==> src/rtl/counter_pkg.sv <==
// counter_pkg: shared constants for the modulo-N counter.
//   DEFAULT_N     - default modulus (count sequence 0..N-1)
//   DEFAULT_WIDTH - default width of the count value
//   MIN_N / MAX_N - legal modulus range
package counter_pkg;
  localparam int DEFAULT_N     = 6;
  localparam int DEFAULT_WIDTH = 3;
  localparam int MIN_N         = 2;
  localparam int MAX_N         = 8;
endpackage

==> src/rtl/counter_n_if.sv <==
// counter_n_if: groups the counter's enable / carry / count signals.
//   enable      - count enable, sampled on the rising clock edge
//   carry_out_N - combinational terminal-count carry (enable && count_N == N-1)
//   count_N     - registered count value
// Handshake: there is no back-pressure. enable acts as a one-way valid, and
// the counter is always ready. An edge with enable=1 advances the count.
// carry_out_N may feed the next stage's enable for cascading.
// modport master drives enable. modport slave is the counter itself.
interface counter_n_if #(
  parameter int WIDTH = counter_pkg::DEFAULT_WIDTH
);
  logic             enable;
  logic             carry_out_N;
  logic [WIDTH-1:0] count_N;

  modport master (output enable, input carry_out_N, input count_N);
  modport slave  (input enable, output carry_out_N, output count_N);
endinterface

==> src/rtl/counter_n.sv <==
// counter_n: modulo-N up-counter with enable and a cascadable carry.
//   clk   - rising-edge clock
//   reset - asynchronous, active-low (0 = reset asserted, count_N forced to 0)
//   bus   - counter_n_if.slave: enable in, carry_out_N and count_N out
// Parameters: N (modulus, 2..8) and WIDTH (count width, N <= 2**WIDTH).
module counter_n
  import counter_pkg::*;
#(
  parameter int N     = DEFAULT_N,
  parameter int WIDTH = DEFAULT_WIDTH
) (
  input  logic         clk,
  input  logic         reset,
  counter_n_if.slave   bus
);

  // Parameter legality. These checks are evaluated at elaboration and
  // produce no hardware.
  if (N < MIN_N || N > MAX_N) begin : g_bad_n
    $error("counter_n: N=%0d outside legal range %0d..%0d", N, MIN_N, MAX_N);
  end
  if (N > (1 << WIDTH)) begin : g_bad_width
    $error("counter_n: N=%0d does not fit in WIDTH=%0d bits", N, WIDTH);
  end

  localparam logic [WIDTH-1:0] LAST = WIDTH'(N - 1);

  logic [WIDTH-1:0] count_q;
  logic [WIDTH-1:0] count_d;
  logic             carry;

  // The next-state logic and the carry are in one block.
  // The ">=" test covers the normal wrap at N-1. It also covers any
  // unreachable value >= N, so such a value loads 0 and never runs past N-1.
  always_comb begin
    count_d = count_q;
    carry   = 1'b0;
    if (bus.enable) begin
      carry = (count_q == LAST);
      if (count_q >= LAST) begin
        count_d = '0;
      end else begin
        count_d = count_q + 1'b1;
      end
    end
  end

  always_ff @(posedge clk or negedge reset) begin
    if (!reset) begin
      count_q <= '0;
    end else begin
      count_q <= count_d;
    end
  end

  assign bus.count_N     = count_q;
  assign bus.carry_out_N = carry;

endmodule

==> src/flat_wrapper.sv <==
// flat-port wrapper written by rule: the top's interface ports become plain ports
module counter_n_flat import counter_pkg::*;
#(
  parameter int N     = DEFAULT_N,
  parameter int WIDTH = DEFAULT_WIDTH
)
  (clk, reset, bus_enable, bus_carry_out_N, bus_count_N);
  counter_n_if #(.WIDTH(WIDTH)) bus_i ();
  input  logic clk;
  input  logic reset;
  input wire logic [$bits(bus_i.enable)-1:0] bus_enable;
  output wire logic [$bits(bus_i.carry_out_N)-1:0] bus_carry_out_N;
  output wire logic [$bits(bus_i.count_N)-1:0] bus_count_N;
  assign bus_i.enable = bus_enable;
  assign bus_carry_out_N = bus_i.carry_out_N;
  assign bus_count_N = bus_i.count_N;
  counter_n #(.N(N), .WIDTH(WIDTH)) u_core (.clk(clk), .reset(reset), .bus(bus_i));
endmodule
==> config.mk <==
export PLATFORM = sky130hd
export DESIGN_NAME = counter_n_flat
export DESIGN_NICKNAME = d
export VERILOG_FILES = /design/src/rtl/counter_pkg.sv /design/src/rtl/counter_n_if.sv /design/src/rtl/counter_n.sv /design/src/flat_wrapper.sv
export SDC_FILE = /design/constraint.sdc
export NUM_CORES = 1
export LEC_CHECK = 0
export CAP_MARGIN = 15
export CORE_AREA = 2 2 39 41
export DETAILED_ROUTE_END_ITERATION = 10
export DIE_AREA = 0 0 41 43
export HOLD_SLACK_MARGIN = 0.12
export PLACE_DENSITY = 0.39
export SLEW_MARGIN = 0
export SYNTH_ARGS = -nofsm -noshare
export SYNTH_HDL_FRONTEND = slang
export SYNTH_SLANG_ARGS = --single-unit
==> constraint.sdc <==
create_clock -name clk -period 1.7 [get_ports clk]
set_input_delay 0.34 -clock clk [delete_from_list [all_inputs] [get_ports clk]]
set_output_delay 0.34 -clock clk [all_outputs]
set_load 0.02 [all_outputs]
# After elaboration in Yosys (flattened, before gate mapping)
# Index checks and enable logic that the tools add are counted.
# Widths: inputs -> output; s select.
[totals] reg_bits=3 input_bits=3 out_inout_bits=4 elab_cells=6
[classes] addsub=1 n_lt_le_gt_ge=1 eq_ne=1 mux=2
[ops] op="$add 3x1->3 const B" n=1
[ops] op="$eq 3x3->1 const B" n=1
[ops] op="$ge 3x3->1 const B" n=1
[ops] op="$mux 3" n=1
[ops] op="$mux 1" n=1

# Logic depth before layout (Yosys ltp)
# Gate-level depths: netlist of the first run.
[logic_depth] depth_word=2 ltp_mapped=4

# Least setup slack after synthesis of the first run
# Ideal clock, no wire load.
[synth_path] path_kind="flip-flop to output port" from="register u_core.count_q[0] (netlist: u_core.bus.count_N[0])" to="output bus_carry_out_N" arrival_ns=1.026 t_required_ns=1.360 path_slack_ns=0.334 stages_incl_launch_ff=3 path_cell_list="dfrtp_1 > ha_1 > and3_1"
[synth_between] elab_chain_len=2
[synth_rtl] element="from (decl)" line_no="counter_n.sv:28" text="logic [WIDTH-1:0] count_q;"
[synth_rtl] element="from (signal assigned)" line_no="counter_n.sv:52" text="count_q <= count_d;"
[synth_rtl] element="$eq 3x3->1" line_no="counter_n.sv:39" text="carry = (count_q == LAST);"
[synth_rtl] element="$mux 1" line_no="counter_n.sv:38" text="if (bus.enable) begin"
[synth_rtl] element="to (decl)" line_no="flat_wrapper.sv:12" text="output wire logic [$bits(bus_i.carry_out_N)-1:0] bus_carry_out_N;"
# No other way between the ends.

# Worst setup path in the final report of the first run
[layout_path] from="register u_core.count_q[2] (netlist: u_core.bus.count_N[2])" to="output bus_count_N[2]"
[layout_rtl] element="to (decl)" line_no="flat_wrapper.sv:13" text="output wire logic [$bits(bus_i.count_N)-1:0] bus_count_N;"
# No word-level cell between the ends.

==> impl_metrics.env, run 1 <==
export IMPL_num_io_pins=7
export IMPL_hold_class="primary input to async pin"
export IMPL_nFillCells=152
export IMPL_p_leak_nw=0.167
export IMPL_place_gp_congestion=0.540
export IMPL_place_ws_ns=-0.199
export IMPL_cpPeakStageDelay_ns=0.64
export IMPL_crit_required_ns=1.36
export IMPL_layout_cells_non_filler=47
export IMPL_tightest_slew_ns=0.263
export IMPL_fin_nets=37
export IMPL_start_util_pct=13.0
export IMPL_multi_input_area_um2=101
export IMPL_route_detailed_drc=0
export IMPL_cts_sinks=3
export IMPL_yosys_warnings=0
export IMPL_cap_violations=0
export IMPL_post_cts_buffers=0
export IMPL_cts_buffers_inserted=3
export IMPL_max_vdd_ir_drop_uv=240
export IMPL_cp_end_kind="output pin"
export IMPL_grt_overflow=0
export IMPL_finalSetupViolCount=0
export IMPL_grt_max_degree=8
export IMPL_postRouteWirelength_um=466
export IMPL_dieHeight_um=43
export IMPL_crit_chain="clkdlybuf4s50_1"
export IMPL_drt_iter0_markers=0
export IMPL_period_minus_slack_ns=1.63
export IMPL_syn_nets=22
export IMPL_grt_pass1_vias=190
export IMPL_finalClockSkew_ns=0.00888
export IMPL_grt_pass1_wl_um=862
export IMPL_diodes=0
export IMPL_grt_usage_pct=8.43
export IMPL_maxSlewViolCount=0
export IMPL_syn_instance_count=17
export IMPL_clk_path_buf_depth=2
export IMPL_power_uw=540
export IMPL_powerDensity_nw_per_um2=1710
export IMPL_syn_avg_cell_area_um2=10.6
export IMPL_fmax_mhz=613
export IMPL_crit_arrival_ns=1.29
export IMPL_final_common_cell="buf_4"
export IMPL_ys_seq_elements=3
export IMPL_final_cell_mix="buf_4, clkbuf_4, clkdlybuf4s50_1, dfrtp_1"
export IMPL_dp_cells=43
export IMPL_syn_area_um2=180
export IMPL_cts_tree="built"
export IMPL_crit_family="buffers and inverters"
export IMPL_io_buffers=6
export IMPL_htree_levels=1
export IMPL_path_clk_slew_ns=0.04
export IMPL_critical_path_max_fanout=6
export IMPL_ys_types=13
export IMPL_vias=188
export IMPL_slew_headroom_pct=82.3
export IMPL_dp_hpwl_um=357
export IMPL_rsz0062_at_grt="false"
export IMPL_coreArea_um2=1380
export IMPL_die_width_um=41
export IMPL_drive_above_1_share_pct=25.8
export IMPL_fin_ws_ns=0.0687
export IMPL_dieArea_um2=1760
export IMPL_cp_slowest_cell="clkdlybuf4s50_1"
export IMPL_register_area_um2=75.1
export IMPL_hold_ws_ns=0.294
export IMPL_wl_per_cell_um=9.91
export IMPL_final_cell_area_um2=317
export IMPL_timing_final_crit_share_pct=96.0
export IMPL_path_buf_inv=1
export IMPL_ys_seq_area_share_pct=41.7
export IMPL_postRouteAntennaNets=0
export IMPL_clock_latency_ns=0.24
export IMPL_rows=14
export IMPL_antenna_found_initial=0
export IMPL_worstSetupPathType="flop to output pin"
export IMPL_worst_setup_path_start_kind="flop"
export IMPL_clockRootBuffer="clkbuf_4"
export IMPL_hold_violations=0
export IMPL_status="complete, no violations"
export IMPL_dpl_instance_area_um2=290
export IMPL_via_per_inst=4.00
export IMPL_first_pass_iters=1
export IMPL_largest_reg_flops=3
export IMPL_area_delta_synth_final_pct=75.7
## worst paths after layout
kind                                       start                    end  slack [ns]  cells past startpoint
max                        u_core.bus.count_N[2]         bus_count_N[2]        0.07                      1
min in group clk           u_core.bus.count_N[0]  u_core.bus.count_N[1]        0.57                      2
max reg2reg                u_core.bus.count_N[0]  u_core.bus.count_N[1]        0.38                      4
min reg2reg                u_core.bus.count_N[0]  u_core.bus.count_N[1]        0.57                      2
min                                        reset  u_core.bus.count_N[1]        0.29                      1
max in group asynchronous                  reset  u_core.bus.count_N[0]        1.24                      1
## logic make-up (layout without fill, tap and decap cells)
logic type / count (synthesis) / after routing / share of synthesized area [%]
buffers and inverters: 1 / 15 / 2.08
flip-flops: 3 / 3 / 41.7
adder cells (fa/ha/maj): 2 / 2 / 13.9
AO/OA/AOI/OAI: 6 / 6 / 26.4
AND/OR/NAND/NOR: 5 / 5 / 16.0
## repair_timing
| action | CTS | global route |
|---|---|---|
| hold buffers | 0 | 0 |
| gates resized for setup | 1 | 4 |
| setup endpoints to repair | 1 | 3 |
## synthesized netlist by cell type (all sizes together)
| master | n | area share (%) |
|---|---|---|
| nor2b | 1 | 3.5 |
| and3 | 1 | 3.5 |
| nand2b | 2 | 6.9 |
| o41ai | 1 | 4.9 |
| dfrtp | 3 | 42 |
| nor2 | 1 | 2.1 |
| o311a | 1 | 5.6 |
| a22o | 1 | 4.9 |
| a211oi | 1 | 4.2 |
| inv | 1 | 2.1 |
| o21ai | 1 | 2.8 |
| o21a | 1 | 4.2 |
| ha | 2 | 14 |
## routing by layer
layer | vias to the layer above | part of all wire [%] | track usage [%]
met5 | - | 0 | 0
met4 | 0 | 1.7 | 8.00
met3 | 2 | 11 | 7.85
met2 | 7 | 46 | 10.0
met1 | 87 | 42 | 8.04
li1 | 92 | - | -
## stage by stage
step | setup TNS (ns) | util, %
global route | 0 | 22.9
finish | 0 | 22.9
detailed placement | -0.199 | 21.0
CTS | 0 | 22.8
floorplan | 0 | -
global placement | -0.197 | 21.0
## power breakdown
group	leakage, nW	internal [mW]	total [mW]	switching (mW)
Combinational	0.115	0.146	0.284	0.138
Clock	0.0150	0.0882	0.128	0.0396
Sequential	0.0367	0.103	0.128	0.0253
Total	0.167	0.337	0.540	0.203
## area by class of cell
class | count | area share (%)
multi-input cells | 13 | 32.0
repair buffers | 10 | 28.5
flip-flops and latches | 3 | 23.7
clock buffers | 4 | 8.30
well taps | 16 | 6.32
inverters | 1 | 1.19
No activity file was read; power rests on OpenSTA's default activity.
==> inputs of run 2 (changes only) <==
--- a/config.mk
+++ b/config.mk
@@ -11,6 +11,7 @@
 export DIE_AREA = 0 0 41 43
 export HOLD_SLACK_MARGIN = 0.12
 export PLACE_DENSITY = 0.39
+export SETUP_SLACK_MARGIN = 0.4
 export SLEW_MARGIN = 0
 export SYNTH_ARGS = -nofsm -noshare
 export SYNTH_HDL_FRONTEND = slang
==> run 2 against run 1 <==
  * Sequential share of layout area fell by 3.4 points
  * First-iteration DRC count did not move
  * Sequential power rose by 4%
  * Maximum frequency rose by 12%
  * Sequential cell count did not move
  * Clock skew fell by 0.0041 ns
  * Via count rose by 4.3%
  * Power rose by 26%
  * Non-clock buffer count rose by 3
  * Global-route usage fell by 0.81 points
  * Die area did not move
  * Critical path type unchanged
  * Largest cell class unchanged
  * Highest routed layer is now met3
==> impl_metrics.env, run 2 (synthesis results as in run 1) <==
export IMPL_status="complete, no violations"
export IMPL_grt_pass1_wl_um=855
export IMPL_route_detailed_drc=0
export IMPL_hold_buffers=0
export IMPL_drt_iter0_markers=0
export IMPL_vias=196
export IMPL_hold_ws_ns=0.295
export IMPL_final_cell_mix="buf_4, clkbuf_4, buf_6"
export IMPL_seq_power_share_pct=19.5
export IMPL_coreArea_um2=1380
export IMPL_timing_final_crit_share_pct=85.4
export IMPL_crit_required_ns=1.36
export IMPL_final_common_cell="buf_4"
export IMPL_drive_above_1_share_pct=64.7
export IMPL_rows=14
export IMPL_start_util_pct=13.0
export IMPL_postRouteWirelength_um=561
export IMPL_dieArea_um2=1760
export IMPL_finalClockSkew_ns=0.00479
export IMPL_fin_nets=40
export IMPL_worstSetupPathType="flop to output pin"
export IMPL_grt_pass1_vias=190
export IMPL_io_buffers=6
export IMPL_cap_violations=0
export IMPL_htree_levels=1
export IMPL_crit_arrival_ns=1.11
export IMPL_hold_class="primary input to async pin"
export IMPL_wl_per_cell_um=11.2
export IMPL_cts_sinks=3
export IMPL_clk_path_buf_depth=2
export IMPL_internal_power_uw=419
export IMPL_fin_ws_ns=0.249
export IMPL_setup_tns_ns=0
export IMPL_path_clk_slew_ns=0.04
export IMPL_clock_latency_ns=0.23
export IMPL_clockRootBuffer="clkbuf_4"
export IMPL_r2r_cells=4
export IMPL_period_minus_slack_ns=1.45
export IMPL_grt_overflow=0
export IMPL_diodes=0
export IMPL_die_width_um=41
export IMPL_largest_reg_flops=3
export IMPL_place_gp_congestion=0.572
export IMPL_cts_tree="built"
export IMPL_p_sw_uw=263
export IMPL_first_pass_iters=1
export IMPL_power_uw=682
export IMPL_p_leak_nw=0.170
export IMPL_postRouteAntennaNets=0
export IMPL_grt_usage_pct=7.62
export IMPL_fmax_mhz=689
export IMPL_sw_frac_of_total_pct=38.6
export IMPL_hold_violations=0
export IMPL_grt_max_degree=8
export IMPL_power_frac_comb_pct=62.0
export IMPL_dp_hpwl_um=363
export IMPL_powerDensity_nw_per_um2=1790
export IMPL_antenna_found_initial=0
export IMPL_critical_path_max_fanout=2
export IMPL_maxSlewViolCount=0
export IMPL_num_io_pins=7
export IMPL_pwr_share_clk_pct=18.5
export IMPL_via_per_inst=3.92
export IMPL_place_ws_ns=-0.227
export IMPL_area_delta_synth_final_pct=112
export IMPL_max_vdd_ir_drop_uv=381
export IMPL_dieHeight_um=43
export IMPL_slew_headroom_pct=84.0
export IMPL_finalSetupViolCount=0
export IMPL_cts_buffers_inserted=3
export IMPL_cp_end_kind="output pin"
export IMPL_worst_setup_path_start_kind="flop"
export IMPL_rsz0062_at_grt="true"
export IMPL_tightest_slew_ns=0.237
run 2: what timing repair did:
action | CTS | global route
endpoints found under the setup margin | 5 | 4
endpoints found under the hold margin | 0 | 0
setup buffers | 0 | 2
pin swaps | 1 | 1
resized for setup | 25 | 6
run 2: layer usage:
layer,GRT usage (%),wire [um],up-vias,share of wire (%)
met3,3.14,34,0,6.1
li1,-,-,98,-
met1,9.62,256,91,46
met2,9.69,270,7,48
met4,6.00,0,0,0
met5,0,0,-,0
run 2: path summary, 6_finish.rpt:
check / startpoint / end / slack [ns]
worst max-delay path: u_core.bus.count_N[1] / bus_carry_out_N / 0.25
worst min-delay path: reset / u_core.bus.count_N[2] / 0.29
worst max register to register: u_core.bus.count_N[0] / u_core.bus.count_N[1] / 0.44
worst min register to register: u_core.bus.count_N[0] / u_core.bus.count_N[1] / 0.60
max in group asynchronous: reset / u_core.bus.count_N[1] / 1.23
min in group clk: bus_enable / u_core.bus.count_N[1] / 0.59
run 2: power by group through the flow:
| stage | Clock [mW] | Sequential [mW] | Combinational, mW |
|---|---|---|---|
| final | 0.126 | 0.133 | 0.422 |
| after CTS | 0.131 | 0.133 | 0.330 |
| after global placement | 0 | 0.127 | 0.315 |
| after floorplan | 0 | 0.189 | 0.0891 |
| after global routing | 0.139 | 0.138 | 0.471 |
| after detailed placement | 0 | 0.124 | 0.317 |
run 2: critical path, stage by stage (launching register included):
cell     delay, ns
dfrtp_2       0.40
inv_2         0.07
ha_4          0.12
and3_4        0.18
buf_6         0.11
run 2: through the flow:
stage | instances | utilization, % | area [um^2]
3_5_place_dp | 44 | 21.8 | 302
4_1_cts | 48 | 24.3 | 337
6_report | 50 | 27.6 | 382
2_1_floorplan | 17 | - | 184
3_3_place_gp | 44 | 21.8 | 302
5_1_grt | 50 | 27.6 | 382
run 2: layout make-up:
| class | count | area, um^2 |
|---|---|---|
| clock buffer | 4 | 26.3 |
| fill | 154 | 1000 |
| inverter | 1 | 3.75 |
| multi-input combinational | 13 | 144 |
| sequential | 3 | 77.6 |
| tap | 16 | 20.0 |
| timing repair buffer | 13 | 110 |
==> inputs of run 3 (changes only) <==
==> constraint.sdc (replaced) <==
create_clock -name clk -period 1.4 [get_ports clk]
set_input_delay 0.28 -clock clk [delete_from_list [all_inputs] [get_ports clk]]
set_output_delay 0.28 -clock clk [all_outputs]
set_load 0.02 [all_outputs]
==> run 3 against run 2 <==
  * Count of clock-buffer cells in the layout is the same
  * Hold slack worse by 0.054 ns
  * Die area unchanged
  * Via count rose by 6.6%
  * Cell area rose by 7.9%
  * First-iteration DRC count is the same
  * Sequential share of layout area is 1.5 points lower
  * Clock power increased by 19%
  * Combinational power grew 36%
  * Critical path depth did not move
==> impl_metrics.env, run 3 (synthesis results as in run 1) <==
export IMPL_max_vdd_ir_drop_uv=385
export IMPL_place_gp_congestion=0.660
export IMPL_grt_usage_pct=8.03
export IMPL_worst_setup_path_start_kind="flop"
export IMPL_htree_levels=1
export IMPL_grt_pass1_wl_um=862
export IMPL_finalSetupViolCount=0
export IMPL_dieHeight_um=43
export IMPL_num_io_pins=7
export IMPL_rows=14
export IMPL_route_detailed_drc=0
export IMPL_grt_overflow=0
export IMPL_first_pass_iters=1
export IMPL_postRouteAntennaNets=0
export IMPL_dp_hpwl_um=402
export IMPL_rsz0062_at_grt="true"
export IMPL_p_leak_nw=0.182
export IMPL_cts_tree="built"
export IMPL_cp_end_kind="output pin"
export IMPL_powerDensity_nw_per_um2=2160
export IMPL_drive_above_1_share_pct=66.7
export IMPL_power_frac_comb_pct=64.6
export IMPL_place_ws_ns=-0.411
export IMPL_postRouteWirelength_um=524
export IMPL_hold_class="primary input to async pin"
export IMPL_layout_cells_non_filler=52
export IMPL_die_width_um=41
export IMPL_pwr_share_clk_pct=16.9
export IMPL_timing_final_crit_share_pct=98.7
export IMPL_path_clk_slew_ns=0.04
export IMPL_fmax_mhz=724
export IMPL_cts_sinks=3
export IMPL_maxSlewViolCount=0
export IMPL_seq_power_share_pct=18.5
export IMPL_ff2ff_setup_slack_ns=0.14
export IMPL_cap_violations=0
export IMPL_worstSetupPathType="flop to output pin"
export IMPL_sw_frac_of_total_pct=36.4
export IMPL_grt_pass1_vias=198
export IMPL_largest_reg_flops=3
export IMPL_clockRootBuffer="clkbuf_4"
export IMPL_antenna_found_initial=0
export IMPL_slew_headroom_pct=84.8
export IMPL_crit_arrival_ns=1.10
export IMPL_wl_per_cell_um=10.1
export IMPL_coreArea_um2=1380
export IMPL_crit_required_ns=1.12
export IMPL_cts_buffers_inserted=3
export IMPL_via_per_inst=4.02
export IMPL_fin_ws_ns=0.0182
export IMPL_finalClockSkew_ns=0.00169
export IMPL_dp_cells=44
export IMPL_vias=209
export IMPL_drt_iter0_markers=0
export IMPL_tightest_slew_ns=0.226
export IMPL_final_common_cell="buf_4"
export IMPL_area_delta_synth_final_pct=128
export IMPL_period_minus_slack_ns=1.38
export IMPL_diodes=0
export IMPL_grt_max_degree=8
export IMPL_status="complete, no violations"
export IMPL_final_cell_mix="buf_4, buf_6, clkbuf_4"
export IMPL_critical_path_max_fanout=2
export IMPL_final_util_pct=29.7
export IMPL_io_buffers=6
export IMPL_clk_path_buf_depth=2
export IMPL_p_sw_uw=324
export IMPL_clock_latency_ns=0.23
export IMPL_start_util_pct=13.0
export IMPL_fin_nets=42
export IMPL_internal_power_uw=564
export IMPL_hold_violations=0
export IMPL_dieArea_um2=1760
[run 3: layer usage]
| metal | global-route usage, % | up-vias | wire [um] |
|---|---|---|---|
| li1 | - | 102 | - |
| met1 | 8.68 | 101 | 195 |
| met2 | 10.9 | 6 | 282 |
| met3 | 3.14 | 0 | 46 |
| met4 | 8.00 | 0 | 0 |
| met5 | 0 | - | 0 |
[run 3: timing repair]
item,4_1_cts,5_1_grt
pin swaps,1,1
hold buffers,0,0
endpoints found under the setup margin,7,7
setup buffers,3,1
gates resized for setup,28,2
[run 3: cell type report]
cell class,count,area (um^2)
multi-input cells,13,144
repair buffers,15,140
well taps,16,20.0
flip-flops and latches,3,77.6
inverters,1,3.75
clock buffers,4,26.3
fillers,142,972
[run 3: per-stage QoR]
stage                     area, um^2  hold slack [ns]  TNS (ns)  power, mW
after floorplan                  200          -0.0156         0      0.373
after global placement           318            0.472    -0.404      0.575
after detailed placement         318            0.484    -0.411      0.579
after CTS                        397            0.239  -0.00574      0.865
after global routing             412            0.256   -0.0219      0.957
final                            412            0.241         0      0.888
[run 3: final timing paths]
check,start,endpoint,depth (start not counted)
max in group asynchronous,reset,u_core.bus.count_N[1],1
min in group clk,u_core.bus.count_N[0],u_core.bus.count_N[1],2
worst min register to register,u_core.bus.count_N[0],u_core.bus.count_N[1],2
worst max-delay path,u_core.bus.count_N[1],bus_carry_out_N,4
worst min-delay path,reset,u_core.bus.count_N[0],1
worst max register to register,u_core.bus.count_N[0],u_core.bus.count_N[2],5
[run 3: power by group through the flow]
stage | clock [mW] | sequential, mW | combinational [mW]
after floorplan | 0 | 0.239 | 0.134
final | 0.150 | 0.165 | 0.573
after global routing | 0.162 | 0.170 | 0.624
after detailed placement | 0 | 0.168 | 0.411
after CTS | 0.161 | 0.167 | 0.537
after global placement | 0 | 0.163 | 0.412
[run 3: worst max-delay path, stage by stage, from the launching register on]
cell	delay, ns
dfrtp_2	0.40
inv_2	0.06
ha_4	0.12
and3_4	0.18
buf_6	0.11
